`src/rtl/rv_icache_stage.sv`:
```
// rv_icache_stage: per-warp ifetch -> icache request/response re-association with a single-entry output register.
// Optional perf counters are built only when ICACHE_STAGE_PERF_EN is defined.
`ifndef NUM_WARPS
`define NUM_WARPS 4
`endif
`ifndef NW_BITS
`define NW_BITS 2
`endif
`ifndef NUM_THREADS
`define NUM_THREADS 4
`endif
`ifndef UUID_BITS
`define UUID_BITS 8
`endif

module rv_icache_stage #(
  parameter int ADDR_WIDTH = 30,
  parameter int TAG_WIDTH  = `UUID_BITS + `NW_BITS
) (
  input  logic                    clk,
  input  logic                    reset,
  input  logic                    ifetch_req_valid,
  output logic                    ifetch_req_ready,
  input  logic [`UUID_BITS-1:0]   ifetch_req_uuid,
  input  logic [`NUM_THREADS-1:0] ifetch_req_tmask,
  input  logic [`NW_BITS-1:0]     ifetch_req_wid,
  input  logic [31:0]             ifetch_req_PC,
  output logic                    icache_req_valid,
  input  logic                    icache_req_ready,
  output logic [ADDR_WIDTH-1:0]   icache_req_addr,
  output logic [TAG_WIDTH-1:0]    icache_req_tag,
  input  logic                    icache_rsp_valid,
  output logic                    icache_rsp_ready,
  input  logic [31:0]             icache_rsp_data,
  input  logic [TAG_WIDTH-1:0]    icache_rsp_tag,
  output logic                    ifetch_rsp_valid,
  input  logic                    ifetch_rsp_ready,
  output logic [`UUID_BITS-1:0]   ifetch_rsp_uuid,
  output logic [`NUM_THREADS-1:0] ifetch_rsp_tmask,
  output logic [`NW_BITS-1:0]     ifetch_rsp_wid,
  output logic [31:0]             ifetch_rsp_PC,
  output logic [31:0]             ifetch_rsp_instr,
  output logic                    tag_err,
  output logic                    busy
`ifdef ICACHE_STAGE_PERF_EN
  ,
  output logic [43:0]             perf_icache_stalls,
  output logic [43:0]             perf_icache_pending
`endif
);
  localparam int NW = `NUM_WARPS;
  logic [NW-1:0]           pending_q, pending_d;
  logic [31:0]             meta_pc_q [NW];
  logic [`NUM_THREADS-1:0] meta_tmask_q [NW];
  logic                    out_valid_q, tag_err_q;
  logic [`UUID_BITS-1:0]   out_uuid_q;
  logic [`NUM_THREADS-1:0] out_tmask_q;
  logic [`NW_BITS-1:0]     out_wid_q;
  logic [31:0]             out_pc_q, out_instr_q;
  logic                    req_fire, rsp_fire;
  logic [`NW_BITS-1:0]     rsp_wid;
  logic [`UUID_BITS-1:0]   rsp_uuid;

  assign icache_req_valid = ifetch_req_valid & ~pending_q[ifetch_req_wid];
  assign ifetch_req_ready = icache_req_ready & ~pending_q[ifetch_req_wid];
  assign icache_req_addr  = ifetch_req_PC[31:2];
  assign icache_req_tag   = {ifetch_req_uuid, ifetch_req_wid};
  assign req_fire         = icache_req_valid & icache_req_ready;
  assign rsp_wid          = icache_rsp_tag[`NW_BITS-1:0];
  assign rsp_uuid         = icache_rsp_tag[TAG_WIDTH-1:`NW_BITS];
  assign icache_rsp_ready = ~out_valid_q | ifetch_rsp_ready;
  assign rsp_fire         = icache_rsp_valid & icache_rsp_ready;

  // Clear before set so a same-warp request landing with a stray response stays pending.
  always_comb begin
    pending_d = pending_q;
    if (rsp_fire) pending_d[rsp_wid] = 1'b0;
    if (req_fire) pending_d[ifetch_req_wid] = 1'b1;
  end

  always_ff @(posedge clk) begin
    if (req_fire) begin
      meta_pc_q[ifetch_req_wid]    <= ifetch_req_PC;
      meta_tmask_q[ifetch_req_wid] <= ifetch_req_tmask;
    end
  end

  always_ff @(posedge clk) begin
    if (reset) begin
      pending_q   <= '0;
      out_valid_q <= 1'b0;
      tag_err_q   <= 1'b0;
      out_uuid_q  <= '0;
      out_tmask_q <= '0;
      out_wid_q   <= '0;
      out_pc_q    <= '0;
      out_instr_q <= '0;
    end else begin
      pending_q <= pending_d;
      if (rsp_fire) begin
        out_valid_q <= 1'b1;
        out_uuid_q  <= rsp_uuid;
        out_tmask_q <= meta_tmask_q[rsp_wid];
        out_wid_q   <= rsp_wid;
        out_pc_q    <= meta_pc_q[rsp_wid];
        out_instr_q <= icache_rsp_data;
        if (!pending_q[rsp_wid]) tag_err_q <= 1'b1;
      end else if (ifetch_rsp_ready) begin
        out_valid_q <= 1'b0;
      end
    end
  end

  assign ifetch_rsp_valid = out_valid_q;
  assign ifetch_rsp_uuid  = out_uuid_q;
  assign ifetch_rsp_tmask = out_tmask_q;
  assign ifetch_rsp_wid   = out_wid_q;
  assign ifetch_rsp_PC    = out_pc_q;
  assign ifetch_rsp_instr = out_instr_q;
  assign tag_err          = tag_err_q;
  assign busy             = (|pending_q) | out_valid_q;

`ifdef ICACHE_STAGE_PERF_EN
  logic [43:0] stalls_q, pend_acc_q, pend_cnt;
  always_comb begin
    pend_cnt = '0;
    for (int i = 0; i < NW; i++) pend_cnt = pend_cnt + 44'(pending_q[i]);
  end
  always_ff @(posedge clk) begin
    if (reset) begin
      stalls_q   <= '0;
      pend_acc_q <= '0;
    end else begin
      stalls_q   <= stalls_q + 44'(icache_req_valid & ~icache_req_ready);
      pend_acc_q <= pend_acc_q + pend_cnt;
    end
  end
  assign perf_icache_stalls  = stalls_q;
  assign perf_icache_pending = pend_acc_q;
`endif
endmodule

```
`config.mk`:
```
export PLATFORM = sky130hd
export DESIGN_NAME = rv_icache_stage
export DESIGN_NICKNAME = d
export VERILOG_FILES = /design/src/rtl/rv_icache_stage.sv
export SDC_FILE = /design/constraint.sdc
export NUM_CORES = 1
export LEC_CHECK = 0
export ABC_AREA = 0
export CAP_MARGIN = 10
export CORE_MARGIN = 2
export CORE_UTILIZATION = 29
export DETAILED_ROUTE_END_ITERATION = 16
export GPL_ROUTABILITY_DRIVEN = 0
export PLACE_DENSITY = 0.63
export SLEW_MARGIN = 10
export SYNTH_ARGS = -nofsm -noshare
export SYNTH_HDL_FRONTEND = slang
export SYNTH_SLANG_ARGS = --single-unit
```
`constraint.sdc`:
```
create_clock -name clk -period 7.5 [get_ports clk]
set_clock_uncertainty 0.1 [all_clocks]
set_input_delay 1.5 -clock clk [delete_from_list [all_inputs] [get_ports clk]]
set_output_delay 1.5 -clock clk [all_outputs]
set_load 0.005 [all_outputs]
```
==> metrics.md <==
| Metric | Value |
|---|---|
| Status | finished clean |
| Vias | 5673 |
| Sink Count | 228 |
| Final Hold Fails | 0 |
| Drt drc | 0 |
| Total power | between 2 and 3 mW |
| Critical path's most frequent cell | clkdlybuf4s50_1 |
| Instance count on the critical path | 4 |
| Sw Ratio | 0.226 |
| Clock share of power | 0.428 |
| Share of the synthesized area in the top cell type | 0.495 |
| Filler Cell Count | ~2800 |
| P_int | about 2.2 mW |
| Post-Syn Area per Cell | 14.1 µm² |
| Most frequent cells in the layout | clkdlybuf4s50_1, edfxtp_1, dfxtp_1 |
| Effective utilization at floorplan | 0.295 |
| Min-delay src | tag_err |
| Initial antenna violation count | 0 |
| Worst Max-Slew Pin Slew | 1.01 ns |
| Area of the multi-input gates | between 2000 and 2500 µm² |
| Critical Path RT | 5.90 ns |
| Max incr delay on CP | 0.61 ns |
| Final non-filler cell total | 1176 |
| DP HPWL | 12100 µm |
| Setup bufs post-CTS | 0 |
| Hold_buf cts | 0 |
| Crit share post-route | 0.653 |
| Maximum root-to-sink buffer count | 3 |
| PD cells | 250 nW/µm² |
| Row count | 63 |
| Post-CTS Resized | 0 |
| EDFF count, synth | 144 |
| Worst R2R Start | pending_q[0] |
| Buffer and inverter count on the worst path | 2 |
| Met2 Track Usage GR | 0.242 |
| CTS tree | yes |
| Largest net degree at the start of global routing | 84 |
| CTS root buf | clkbuf_16 |
| Sequential Power Share | 0.481 |
| Placed Cells | ~1100 |
| M1 GR Usage | 0.176 |
| WHS Path Cells | 2 |
| Final setup viols | 0 |
| Seq/Total Area, Yosys | 0.687 |
| Max IR drop VDD | 0.146 mV |
| Die H | about 180 µm |
| Mapped Cells | between 600 and 700 |
| Net Count, Synth | roughly 720 |
| First-pass GRT wire length | between 30000 and 40000 µm |
| DR WL/cell | about 19 µm |
| Die extent in x | roughly 180 µm |
| Number of vias per cell | 4.82 |
| Number of global-route vias before repair | 5902 |
| Top Family by Delay on Critical Path | buffers and inverters |
| Clk_lat worst skew | 0.54 ns |
| Max FO, Critical Path | 7 |
| Critical Path AT | 3.30 ns |
| Yosys top cell by area | edfxtp_1 |
| CP endpoint kind | output pin |
| GRT Max-Usage Layer | met2 |
| Area grow syn2layout | 33.0% |
| Clk slew on worst S/H paths | ~0.070 ns |
| DIE AREA | 31500 µm² |
| Yosys synthesis warning count | 0 |
| Storage element area | between 6000 and 7000 µm² |
| Hold crit path type | register to register |
| Commonest non-fill, non-tap cell in the layout | clkdlybuf4s50_1 |
| F_max | 0.204 GHz |
| Slowest cell on crit path | clkdlybuf4s50_1 |
| Util after Layout | 0.392 |
| Synth async-reset ratio | 0 |
| RSZ-0062 raised after global routing | false |
| Kind of critical path | primary input to output pin |
| Layout cells sized above 1 | 0.127 |
| GR Util met3 | 0.0278 |
| Worst setup startpoint | ifetch_req_wid[0] |
| Main synth FF type | edfxtp_1 |
| Startpoint type of the worst setup path | primary input |
| DR iter-0 viols | approximately 270 |
| Net Sw Power | about 660 µW |
| DR pass1 iterations | 4 |
| Post-DRT Antenna Nets | 0 |
| Final wirelength | 22500 µm |
| Synth Register Bits | 228 |
| R2R depth | 2 |
| Largest cells by area after synthesis | edfxtp_1, dfxtp_1, mux4_2 |
| Tot GR Track Use | 0.141 |
| Core area | 29600 µm² |
| Number of nets in the layout | 860 |
| ANT cells | 0 |
| Mapped Area | 8740 µm² |
| Max_cap viols | 0 |
| Slew Limit Fails | 0 |
| Num CTS Buffers | 26 |
| TNS Setup | 0 ns |
| Tmin final | 4.90 ns |
| Io pins | 218 |
| Critical-path cell list | clkdlybuf4s50_1, mux4_2, nor2b_1, clkdlybuf4s50_1 |
| Number of port buffers | 201 |
| H-tree depth | 1 |
| Grt ovf | 0 |
| LEAKAGE | 3.83 nW |
| Slew HR | 0.323 |
| Distinct cells, synth | 28 |
| Comb pwr share | 0.091 |
| Hold Worst Slack | 0.354 ns |
power by group through the flow:
stage / clock, mW / combinational, mW / sequential (mW)
2_1_floorplan: 0 / 0.119 / 1.42
3_3_place_gp: 0 / 0.266 / 1.42
3_5_place_dp: 0 / 0.268 / 1.42
4_1_cts: 1.28 / 0.270 / 1.40
5_1_grt: 1.32 / 0.289 / 1.40
6_report: 1.24 / 0.264 / 1.40
routing by layer:
layer  share of wire  wire, µm
met1            0.42      9530
met2            0.47     10600
met3           0.070      1580
met4           0.035       778
met5               0         0
path summary, 6_finish.rpt:
check                                        end  slack [ns]
worst max-delay path            ifetch_req_ready        2.60
worst min-delay path                     tag_err        0.35
worst max register to register  meta_pc_q[0][12]        5.30
worst min register to register           tag_err        0.35
metrics by stage:
step           area (µm²)  setup slack [ns]
3_5_place_dp        10800              2.60
5_1_grt             11600              2.50
6_report            11600              2.60
3_3_place_gp        10800              2.60
2_1_floorplan        8740              1.45
4_1_cts             11600              2.59
registers in the layout, indices dropped and copies added (netlist names):
register          flops
pending_q             4
ifetch_rsp_uuid       8
meta_tmask_q         16
tag_err               1
ifetch_rsp_PC        32
meta_pc_q           128
ifetch_rsp_valid      1
ifetch_rsp_tmask      4
ifetch_rsp_wid        2
ifetch_rsp_instr     32
cells in the mapped netlist (2+ instances only):
cell type,count
edfxtp_1,144
mux4_2,38
buf_2,7
buf_1,5
buf_4,44
dfxtp_1,84
a21oi_1,81
nand3_1,79
clkbuf_1,36
nor2b_1,3
o21ai_0,78
inv_1,5
nand2_1,2
inv_2,2
worst register-to-register path, delay by kind of cell, from the launching register on:
family	cells	cell delay (ns)
buf+inv	1	0.75
flops	1	0.35
simple gates	1	0.58
cell type report:
class	count	area share
Sequential cell	228	0.516
Multi-Input combinational cell	294	0.189
Timing Repair Buffer	209	0.177
Clock buffer	35	0.0633
Tap cell	390	0.0420
Clock inverter	13	0.00958
Inverter	7	0.00226
cells by family (layout without fill, tap and decap cells):
logic type             count (synthesis)  in the layout  share of synthesized area
and+or+nand+nor                       90             90                     0.0530
buffers and inverters                100            264                     0.0637
AOI/OAI and AO/OA                    166            166                     0.0983
DFF                                  228            228                      0.687
muxes                                 38             38                     0.0979
No activity file was read; power rests on OpenSTA's default activity.
